===== src/rtl/ps2_pkg.sv =====
// Shared constants, deframer state encoding and frame check for the PS/2 keyboard receiver.
// The frame check covers the start, stop and odd-parity bits of a device-to-host frame.
package ps2_pkg;

  localparam int PS2_FRAME_BITS = 11;
  localparam logic [7:0] PS2_BREAK  = 8'hF0;
  localparam logic [7:0] PS2_EXTEND = 8'hE0;

  typedef enum logic {
    IDLE = 1'b0,
    RECV = 1'b1
  } rx_state_e;

  // Odd parity means the eight data bits together with the parity bit hold an odd number of ones.
  function automatic logic frame_ok(input logic       start_bit,
                                    input logic [7:0] code,
                                    input logic       parity_bit,
                                    input logic       stop_bit);
    return (!start_bit) && stop_bit && ((^code) ^ parity_bit);
  endfunction

endpackage


===== src/rtl/ps2_keyboard_rx_if.sv =====
// Host-side handshake between the PS/2 receiver and the scan-code consumer.
// The master modport is the receiver side; the slave modport is the host side.
interface ps2_keyboard_rx_if ();

  logic       nextdata_n;
  logic [7:0] data;
  logic       ready;
  logic       overflow;
  logic       frame_err;

  modport master (
    input  nextdata_n,
    output data,
    output ready,
    output overflow,
    output frame_err
  );

  modport slave (
    output nextdata_n,
    input  data,
    input  ready,
    input  overflow,
    input  frame_err
  );

endinterface


===== src/rtl/ps2_fifo.sv =====
// Synchronous scan-code FIFO with a registered occupancy count; the storage array itself is not reset.
// A push while full is accepted only when a pop frees an entry on the same edge.
module ps2_fifo #(
  parameter int DEPTH = 8
) (
  input  logic       clk,
  input  logic       clrn,
  input  logic       push,
  input  logic [7:0] wdata,
  input  logic       pop,
  output logic [7:0] rdata,
  output logic       empty,
  output logic       full
);

  localparam int AW = $clog2(DEPTH);

  logic [7:0]    mem_q [DEPTH];
  logic [AW-1:0] wptr_q, wptr_d;
  logic [AW-1:0] rptr_q, rptr_d;
  logic [AW:0]   count_q, count_d;
  logic          do_push;
  logic          do_pop;

  assign empty = (count_q == '0);
  assign full  = (count_q == (AW+1)'(DEPTH));
  assign rdata = mem_q[rptr_q];

  always_comb begin
    do_pop  = pop && !empty;
    do_push = push && (!full || do_pop);
    wptr_d  = wptr_q;
    rptr_d  = rptr_q;
    count_d = count_q;
    if (do_push) begin
      wptr_d = wptr_q + 1'b1;
    end
    if (do_pop) begin
      rptr_d = rptr_q + 1'b1;
    end
    if (do_push && !do_pop) begin
      count_d = count_q + 1'b1;
    end else if (!do_push && do_pop) begin
      count_d = count_q - 1'b1;
    end
  end

  always_ff @(posedge clk) begin
    if (!clrn) begin
      wptr_q  <= '0;
      rptr_q  <= '0;
      count_q <= '0;
    end else begin
      wptr_q  <= wptr_d;
      rptr_q  <= rptr_d;
      count_q <= count_d;
    end
  end

  always_ff @(posedge clk) begin
    if (do_push) begin
      mem_q[wptr_q] <= wdata;
    end
  end

endmodule


===== src/rtl/ps2_keyboard_rx.sv =====
// PS/2 keyboard receiver: synchronises the pins, deframes 11-bit frames, checks them
// and queues good scan codes for the host behind a ready/consume handshake.
module ps2_keyboard_rx
  import ps2_pkg::*;
#(
  parameter int FIFO_DEPTH     = 8,
  parameter int SYNC_STAGES    = 3,
  parameter int TIMEOUT_CYCLES = 50000
) (
  input  logic              clk,
  input  logic              clrn,
  input  logic              ps2_clk,
  input  logic              ps2_data,
  ps2_keyboard_rx_if.master host
);

  localparam int TW = $clog2(TIMEOUT_CYCLES + 1);

  logic [SYNC_STAGES-1:0] clk_sync_q, clk_sync_d;
  logic [SYNC_STAGES-1:0] data_sync_q, data_sync_d;
  rx_state_e              state_q, state_d;
  logic [3:0]             bit_cnt_q, bit_cnt_d;
  logic [9:0]             shift_q, shift_d;
  logic [TW-1:0]          timeout_q, timeout_d;
  logic                   overflow_q, overflow_d;
  logic                   frame_err_q, frame_err_d;

  logic       ps2_fall;
  logic       ps2_bit;
  logic       push;
  logic       pop;
  logic [7:0] rdata;
  logic       empty;
  logic       full;

  // Bit 0 of each chain is the newest sample; the top bit is the oldest.
  assign clk_sync_d  = {clk_sync_q[SYNC_STAGES-2:0], ps2_clk};
  assign data_sync_d = {data_sync_q[SYNC_STAGES-2:0], ps2_data};
  assign ps2_fall    = clk_sync_q[SYNC_STAGES-1] && !clk_sync_q[SYNC_STAGES-2];
  assign ps2_bit     = data_sync_q[SYNC_STAGES-1];

  assign pop = !host.nextdata_n && !empty;

  // The shift register holds start, data and parity; the stop bit is checked as it arrives.
  always_comb begin
    state_d     = state_q;
    bit_cnt_d   = bit_cnt_q;
    shift_d     = shift_q;
    timeout_d   = timeout_q;
    frame_err_d = frame_err_q;
    push        = 1'b0;
    case (state_q)
      IDLE: begin
        bit_cnt_d = 4'd0;
        timeout_d = '0;
        if (ps2_fall) begin
          shift_d   = {ps2_bit, shift_q[9:1]};
          bit_cnt_d = 4'd1;
          state_d   = RECV;
        end
      end
      RECV: begin
        if (ps2_fall) begin
          timeout_d = '0;
          if (bit_cnt_q == 4'(PS2_FRAME_BITS - 1)) begin
            state_d   = IDLE;
            bit_cnt_d = 4'd0;
            if (frame_ok(shift_q[0], shift_q[8:1], shift_q[9], ps2_bit)) begin
              push = 1'b1;
            end else begin
              frame_err_d = 1'b1;
            end
          end else begin
            shift_d   = {ps2_bit, shift_q[9:1]};
            bit_cnt_d = bit_cnt_q + 4'd1;
          end
        end else if (timeout_q == TW'(TIMEOUT_CYCLES - 1)) begin
          state_d   = IDLE;
          bit_cnt_d = 4'd0;
          timeout_d = '0;
        end else begin
          timeout_d = timeout_q + 1'b1;
        end
      end
      default: begin
        state_d   = IDLE;
        bit_cnt_d = 4'd0;
        timeout_d = '0;
      end
    endcase
    overflow_d = overflow_q || (push && full && !pop);
  end

  always_ff @(posedge clk) begin
    if (!clrn) begin
      clk_sync_q  <= '1;
      data_sync_q <= '1;
      state_q     <= IDLE;
      bit_cnt_q   <= 4'd0;
      shift_q     <= '0;
      timeout_q   <= '0;
      overflow_q  <= 1'b0;
      frame_err_q <= 1'b0;
    end else begin
      clk_sync_q  <= clk_sync_d;
      data_sync_q <= data_sync_d;
      state_q     <= state_d;
      bit_cnt_q   <= bit_cnt_d;
      shift_q     <= shift_d;
      timeout_q   <= timeout_d;
      overflow_q  <= overflow_d;
      frame_err_q <= frame_err_d;
    end
  end

  ps2_fifo #(
    .DEPTH (FIFO_DEPTH)
  ) u_fifo (
    .clk   (clk),
    .clrn  (clrn),
    .push  (push),
    .wdata (shift_q[8:1]),
    .pop   (!host.nextdata_n),
    .rdata (rdata),
    .empty (empty),
    .full  (full)
  );

  assign host.ready     = !empty;
  assign host.data      = empty ? 8'h00 : rdata;
  assign host.overflow  = overflow_q;
  assign host.frame_err = frame_err_q;

endmodule


===== src/flat_wrapper.sv =====
// flat-port wrapper written by rule: the top's interface ports become plain ports
module ps2_keyboard_rx_flat import ps2_pkg::*;
#(
  parameter int FIFO_DEPTH     = 8,
  parameter int SYNC_STAGES    = 3,
  parameter int TIMEOUT_CYCLES = 50000
)
  (clk, clrn, ps2_clk, ps2_data, host_nextdata_n, host_data, host_ready, host_overflow, host_frame_err);
  ps2_keyboard_rx_if host_i ();
  input  logic clk;
  input  logic clrn;
  input  logic ps2_clk;
  input  logic ps2_data;
  input wire logic [$bits(host_i.nextdata_n)-1:0] host_nextdata_n;
  output wire logic [$bits(host_i.data)-1:0] host_data;
  output wire logic [$bits(host_i.ready)-1:0] host_ready;
  output wire logic [$bits(host_i.overflow)-1:0] host_overflow;
  output wire logic [$bits(host_i.frame_err)-1:0] host_frame_err;
  assign host_i.nextdata_n = host_nextdata_n;
  assign host_data = host_i.data;
  assign host_ready = host_i.ready;
  assign host_overflow = host_i.overflow;
  assign host_frame_err = host_i.frame_err;
  ps2_keyboard_rx #(.FIFO_DEPTH(FIFO_DEPTH), .SYNC_STAGES(SYNC_STAGES), .TIMEOUT_CYCLES(TIMEOUT_CYCLES)) u_core (.clk(clk), .clrn(clrn), .ps2_clk(ps2_clk), .ps2_data(ps2_data), .host(host_i));
endmodule

===== config.mk =====
export PLATFORM = sky130hd
export DESIGN_NAME = ps2_keyboard_rx_flat
export DESIGN_NICKNAME = d
export VERILOG_FILES = /design/src/rtl/ps2_pkg.sv /design/src/rtl/ps2_keyboard_rx_if.sv /design/src/rtl/ps2_fifo.sv /design/src/rtl/ps2_keyboard_rx.sv /design/src/flat_wrapper.sv
export SDC_FILE = /design/constraint.sdc
export NUM_CORES = 1
export LEC_CHECK = 0
export ABC_CLOCK_PERIOD_IN_PS = 5000
export CORE_ASPECT_RATIO = 0.75
export CORE_MARGIN = 2
export CORE_UTILIZATION = 65
export CTS_CLUSTER_SIZE = 30
export DETAILED_ROUTE_END_ITERATION = 8
export PLACE_DENSITY = 0.84
export SYNTH_ARGS = -nofsm -noshare
export SYNTH_HDL_FRONTEND = slang
export SYNTH_SLANG_ARGS = --single-unit

===== constraint.sdc =====
create_clock -name clk -period 5 [get_ports clk]
set_input_delay 1 -clock clk [delete_from_list [all_inputs] [get_ports clk]]
set_output_delay 1 -clock clk [all_outputs]
set_load 0.005 [all_outputs]

Word-level counts from Yosys, hierarchy flattened --
Memories as Yosys holds them, arrays and structs flattened. A register that Yosys moved wholly into a read port is not among the register bits. Index checks and enable logic that the tools add are counted.
Word-level totals: flip-flop bits (word level) 49, bits in writable memories 64, input port bits 5, output and inout bits 11, logic and storage cells 79, memories 1
Memories:
- u_core.u_fifo.mem_q | depth 8, bits a word 8, rd ports 1, clocked after memory_dff 1, write ports 1, line ps2_fifo.sv:18 | logic [7:0] mem_q [DEPTH];
Cells by class: $add $sub $neg 6, eq/ne operators 7, muxes and demuxes 28, bitwise logic cells 3, reductions and logical operators 23
Operators by type and width (count):
- 16-bit two-way mux | 2
- 16-bit one-hot mux with 2 select lines | 1
- 10-bit two-way mux | 3
- 4-bit two-way mux | 5
- 10-bit one-hot mux with 2 select lines | 1
- 16-bit by 1-bit adder with 16-bit output (second input constant) | 1
- 16-bit == test (second input constant) | 1
- 1-bit two-way mux | 11
- 1-bit logical AND | 9
- 4-bit by 1-bit adder with 4-bit output (second input constant) | 2
- 4-bit == test (second input constant) | 2
- 8-bit two-way mux | 1
- 4-bit one-hot mux with 2 select lines | 1
- 8-bit parity | 1
- 1-bit zero test | 7
- 3-bit by 1-bit adder with 3-bit output (second input constant) | 2
- 3-bit two-way mux | 2
- 4-bit zero test | 1
- 2-bit inequality test (second input constant) | 2
- 4-bit AND reduction | 1
- 4-bit by 1-bit subtractor with 4-bit output (second input constant) | 1
- 3-bit inequality test (second input constant) | 1
- 3-bit AND reduction | 1
- 1-bit logical OR | 2
- other kinds (5) | 6

Longest topological paths before layout --
Gate-level depths: netlist of the first run.
depth after elaboration 12, mapped depth 14, depth with buffers taken out 13

Cells and area by module --
A second synthesis of the first run with hierarchy kept.
Unflattened totals: cells, all modules 349, area total of the unflattened synthesis 4823.4 sq um
By module, submodules not included:
- ps2_fifo | times used 1, cells an instance 166, area each 3079.2 sq um, sequential area each 2182.1 sq um
- ps2_keyboard_rx | times used 1, cells an instance 183, area each 1744.2 sq um, sequential area each 780.7 sq um

Least setup slack after synthesis of the first run --
Ideal clock, no wire load.
path type input to register, start input port host_nextdata_n, end register u_core.u_fifo.count_q[3], library setup time 0.070 ns, arrival 3.000 ns, setup slack 1.930 ns, stages 12, buffers on the path 1, path through nand2_1 nor4_1 nor3_2 buf_6 ha_1 inv_1 ha_1 a21o_1 a21oi_1 xnor2_1 or3_1 a21oi_1
On the way: word-level cells in the longest chain between the ends 7, elaborated cells on any way between the ends 10, those cells by class mux: 1; reduce/logical: 9
RTL lines:
- start, declared | line flat_wrapper.sv:14 | input wire logic [$bits(host_i.nextdata_n)-1:0] host_nextdata_n;
- 1-bit zero test (*) | line ps2_keyboard_rx.sv:123 | .pop (!host.nextdata_n),
- 1-bit logical AND (*) | line ps2_fifo.sv:30 | do_pop = pop && !empty;
- 1-bit logical OR (*) | line ps2_fifo.sv:31 | do_push = push && (!full || do_pop);
- 1-bit logical AND (*) | line ps2_fifo.sv:31
- via u_core.u_fifo.do_push | line ps2_fifo.sv:22 | logic do_push;
- 1-bit zero test | line ps2_fifo.sv:43 | end else if (!do_push && do_pop) begin
- 1-bit logical AND | line ps2_fifo.sv:43
- 2-bit nonzero test (no line)
- end signal, assigned | line ps2_fifo.sv:56 | count_q <= count_d;
- end, declared | line ps2_fifo.sv:21 | logic [AW:0] count_q, count_d;
The timed path passes the listed nets; every way through them passes the cells marked *. A chain may end at the register's enable or synchronous reset.

==> metrics, run 1 <==
number of synthesized flops with an enable pin=64; clk buf depth=2; Crit. End Element=primary output; largest area contributor in the netlist=edfxtp_1; CTS buffer count=17; Syn. warnings=0; post-CTS sizing=0; Worst Tran Pin Value=1110 ps; GRT Total Usage=26.3%; post-route ant nets=0; CTS tree=done; Final TNS setup=0 ps; fillcell total=366; fraction of layout cells with a size suffix above 1=14.4%; commonest register cell after synthesis=edfxtp_1; post-synthesis async set-or-reset flop share=0%; Setup Buffers After CTS=0; Starting Density=68.5%; Tot Pwr=2.68 mW; Pint=2.03 mW; period utilization=79.8%; die area=8010 µm²; Syn Area/Cell=13.7 µm²; Fin. Hold Viols=0; clk root buf=clkbuf_8; post-synthesis sequential area ratio=62.4%; worst vdd ir=0.301 mV; diode count=0; Mapped Area=4750 µm²; worst skew pair latency=520 ps; Nets=384; first-pass GRT wire length=15000 µm; hold_buf cts=0; Hold Crit Class=reg2reg; Setup CP Type=reg2out; Hold Slack=417 ps; synth unique cells=47; CORE AREA=6930 µm²; antenna violations before repair=0; area delta synth->final=17.6%; Setup Skew=9.58 ps; critical path arrival=2990 ps; I/O pins=16; Post-Syn Nets=361; Pins Over Slew Limit=0; CP max FO=16; Syn Inst Count=347; top cells by area in the synthesized netlist=edfxtp_1 40%, dfxtp_1 22%, mux4_2 7.6%; Switching Share=24.1%; P_sw=0.646 mW; CTS sink count=116; Pwr per Cell Area=480 nW/µm²; sequential power share=40.3%; most frequent cells in the layout=64 x edfxtp_1, 55 x nor2_1, 52 x dfxtp_1; DP HPWL=5490 µm; H-tree levels=4; clk slew on worst S/H paths=60 ps; initial DRC count=266; Seq cells post-synth=116; pin count of the biggest net entering global routing=24; vias in the first global route=2822; clock network fraction of design power=46.8%; FMAX=0.251 GHz; row count=26; most common cell after layout, fill and taps aside=edfxtp_1; Die H=78.0 µm; CP Data Required Time=4000 ps; total wire length=9510 µm; Combinational Power Share=12.9%; critical path launch point type=flop; Congestion Overflow GR=0; endpoints failing setup=0; Max Cap Violations=0; via count=2877; Post-route DRC=0; clock period minus worst slack=3990 ps; Die X=103 µm; routed length per instance=19.8 µm; Port Buffers=15; Final Wtd Congestion=0.742; drt first pass iters=4; top cell type's share of synthesized area=40.5%; RSZ-0062 raised after global routing=no; worst slew margin relative to its limit=25.8%; status=completed; drt via density=5.98; total leakage power=1.99 nW
worst paths after layout:
check	from	endpoint	slack, ps	cells past startpoint
worst min-delay path	u_core.clk_sync_q[0]$_SDFF_PN1_	u_core.clk_sync_q[1]$_SDFF_PN1_	420	1
worst min register to register	u_core.clk_sync_q[0]$_SDFF_PN1_	u_core.clk_sync_q[1]$_SDFF_PN1_	420	1
worst max-delay path	flop	host_data[1]	1010	4
worst max register to register	u_core.shift_q[3]$_SDFFE_PN0P_	u_core.u_fifo.count_q[3]$_SDFFE_PN0P_	1370	12
synth_stat cells, types with 2 or more instances:
cell / n
nand4_1: 4
o22ai_1: 2
and4_1: 2
nor3_1: 2
inv_1: 12
dfxtp_1: 52
clkbuf_1: 5
mux2i_1: 22
nand3_1: 5
nor4_2: 2
nor2_1: 55
and3b_1: 2
o21ai_0: 2
xnor2_1: 10
a21oi_1: 7
ha_1: 8
buf_6: 2
nand2_1: 17
or3_1: 3
nand2b_1: 10
and4b_1: 3
a21o_1: 3
mux4_2: 16
buf_2: 3
or4bb_1: 2
edfxtp_1: 64
xor2_1: 12
per-stage QoR:
step	worst slack (ps)	area, µm²	cells	util, %
final	1010	5580	481	80.5
after global routing	765	5580	481	80.5
after CTS	927	5580	481	80.5
after detailed placement	1070	4960	449	71.6
after global placement	1210	4960	449	71.6
after floorplan	1930	4750	347	-
flip-flops by register name, indices dropped and copies added (netlist names), named ones only:
signal,count
u_core.host.frame_err,1
u_core.shift_q,10
u_core.u_fifo.wptr_q,3
u_core.data_sync_q,3
u_core.u_fifo.mem_q,64
u_core.u_fifo.count_q,4
u_core.timeout_q,16
u_core.u_fifo.rptr_q,3
u_core.clk_sync_q,3
u_core.bit_cnt_q,4
u_core.state_q,1
u_core.host.overflow,1
cells by family after synthesis:
group | after synthesis | share of synthesized area (%)
flip-flops | 116 | 62.4
XOR/XNOR | 24 | 5.03
AND/OR/NAND/NOR | 119 | 13.1
buffers and inverters | 24 | 2.37
adder cells (fa/ha/maj) | 9 | 2.53
AO/OA/AOI/OAI | 16 | 2.03
multiplexers | 39 | 12.5
power groups by stage:
stage / logic [mW] / registers (mW) / clock network (mW)
4_1_cts: 0.346 / 1.08 / 1.26
3_5_place_dp: 0.332 / 1.10 / 0
3_3_place_gp: 0.322 / 1.10 / 0
2_1_floorplan: 0.241 / 1.06 / 0
5_1_grt: 0.378 / 1.09 / 1.30
6_report: 0.345 / 1.08 / 1.25
worst max-delay path, cell delays in order, from the launching register on:
cell,delay [ps]
dfxtp_1,1060
mux4_2,660
mux2i_1,220
nor2_1,60
clkdlybuf4s50_1,470
final cells by class:
| class | count | area [µm²] | share of cell area [%] |
|---|---|---|---|
| tap | 98 | 123 | 2.20 |
| clock buffer | 17 | 414 | 7.42 |
| sequential | 116 | 2960 | 53.1 |
| clock inverter | 15 | 206 | 3.70 |
| timing repair buffer | 16 | 158 | 2.83 |
| multi-input combinational | 207 | 1670 | 30.0 |
| inverter | 12 | 45.0 | 0.807 |
routing by layer:
layer	wire, µm	GRT usage (%)
met1	4120	36.0
met2	4590	40.2
met3	656	7.93
met4	138	9.33
met5	0	0
(Power assumes the default switching activity.)
==> inputs of run 2 (changes only) <==
ABC_CLOCK_PERIOD_IN_PS = 3900   (was 5000)
CORE_UTILIZATION = 60   (was 65)
PLACE_DENSITY = 0.78   (was 0.84)
clock period = 3.9 ns   (was 5 ns; I/O delays follow)
==> run 2 against run 1 <==
  * Global-route usage fell by 2.0 points
  * Clock skew fell by 1.7 ps
  * Sequential share of layout area fell by 0.37 points
  * Count of clock-buffer cells in the layout rose by 2
  * Wire length barely moved
  * First-iteration DRC count fell by 12%
  * Non-clock buffer count rose by 6
  * Combinational power rose by 44%
  * Highest routed layer unchanged
==> metrics, run 2 (same netlist as run 1, synthesis figures left out) <==
Hold Crit Class=reg2reg; diode count=0; CTS buffer count=17; Die X=107 µm; Nets=390; Tot Pwr=3.42 mW; worst vdd ir=0.405 mV; Hold Path Stages=1; crit path cell chain=buf_4 > mux4_2 > mux2i_1 > nor2_1 > clkdlybuf4s50_1; Reg with most FFs=u_core.u_fifo.mem_q; Die H=81.0 µm; Pwr per Cell Area=608 nW/µm²; via count=2822; most common cell after layout, fill and taps aside=edfxtp_1; Crit. End Element=primary output; R2R cell count=12; GRT Total Usage=24.2%; clk slew on worst S/H paths=60 ps; clock period minus worst slack=3510 ps; clk root buf=clkbuf_8; H-tree levels=4; delay-heaviest family, CP=flip-flops; Starting Density=61.0%; CP max-delay cell=dfxtp_1; Pins Over Slew Limit=0; final instance area=5620 µm²; CORE AREA=7780 µm²; status=completed; drt first pass iters=5; critical path launch point type=flop; RSZ-0062 raised after global routing=no; RR Startpoint=u_core.shift_q[4]$_SDFFE_PN0P_; R2R setup slack=610 ps; worst slew margin relative to its limit=49.4%; max FFs per register=64; Setup Buffers After CTS=0; first-pass GRT wire length=15100 µm; CP Data Required Time=3120 ps; placed inst area=5010 µm²; Fin. Hold Viols=0; most frequent cells in the layout=64 x edfxtp_1, 55 x nor2_1, 52 x dfxtp_1; Final Wtd Congestion=0.765; Worst Tran Pin Value=752 ps; fraction of layout cells with a size suffix above 1=15.2%; Setup Skew=7.85 ps; endpoints failing setup=0; total wire length=9500 µm; clk buf depth=2; CP max FO=13; Post-route DRC=0; Hold Path Origin=u_core.clk_sync_q[0]$_SDFF_PN1_; Port Buffers=15; pin count of the biggest net entering global routing=20; DP HPWL=5530 µm; slowest cell delay on critical path=780 ps; CTS sink count=116; row count=28; worst min-delay path endpoint=u_core.clk_sync_q[1]$_SDFF_PN1_; RR Endpoint=u_core.u_fifo.count_q[3]$_SDFFE_PN0P_; total leakage power=2.01 nW; Final TNS setup=0 ps; post-route ant nets=0; Congestion Overflow GR=0; drt via density=5.71; post-CTS sizing=0; worst path bufs/invs=2; antenna violations before repair=0; number of instances in the placed design=462; area delta synth->final=18.4%; Finished Layout Cells=494; Setup CP Type=reg2out; initial DRC count=233; FMAX=0.285 GHz; Max Cap Violations=0; worst skew pair latency=510 ps; vias in the first global route=2878; top flop regs=u_core.u_fifo.mem_q x64, u_core.timeout_q x16, u_core.shift_q x10; routed length per instance=19.2 µm; hold_buf cts=0; I/O pins=16; die area=8650 µm²; critical path arrival=2730 ps; CTS tree=done; period utilization=90.1%
## run 2: cell types whose count changed in the layout (fill, tap and decap cells not counted)
cell        before  now
buf_4            1    7
clkinv_4         6    3
clkbuf_1         0    2
clkinv_2         2    3
clkinvlp_4       2    3
inv_6            1    0
## run 2: per-stage QoR
| step | hold slack, ps | utilization [%] | setup slack, ps |
|---|---|---|---|
| after floorplan | 386 | - | 994 |
| after global placement | 390 | 64.5 | 522 |
| after detailed placement | 395 | 64.5 | 401 |
| after CTS | 413 | 72.2 | 394 |
| after global routing | 424 | 72.2 | 296 |
| final | 409 | 72.2 | 388 |
## run 2: layout make-up
cell class / count / area [µm²]
Multi-Input combinational cell: 207 / 1670
Clock inverter: 13 / 184
Timing Repair Buffer: 22 / 203
Inverter: 12 / 45.0
Sequential cell: 116 / 2960
Fill cell: 496 / 2160
Clock buffer: 19 / 422
Tap cell: 105 / 131
## run 2: worst max path at each step
stage                                         from                                     to  depth (start not counted)
floorplan           u_core.shift_q[4]$_SDFFE_PN0P_  u_core.u_fifo.count_q[3]$_SDFFE_PN0P_                         13
global placement                   host_nextdata_n  u_core.u_fifo.count_q[3]$_SDFFE_PN0P_                         12
detailed placement                 host_nextdata_n  u_core.u_fifo.count_q[3]$_SDFFE_PN0P_                         12
CTS                                           flop                           host_data[5]                          5
global route                                  flop                           host_data[5]                          5
finish                                        flop                           host_data[5]                          5
## run 2: routing by layer
metal	part of all wire, %	global-route usage [%]	up-vias
li1	-	-	1311
met1	42	30.9	1368
met2	49	38.9	117
met3	6.7	6.82	26
met4	2.3	11.6	0
met5	0	0	-
## run 2: power by group
group	leakage, nW	switching, mW	internal [mW]
registers	1.01	0.0446	1.31
clock network	0.288	0.534	1.03
logic	0.706	0.224	0.274
total	2.01	0.802	2.62
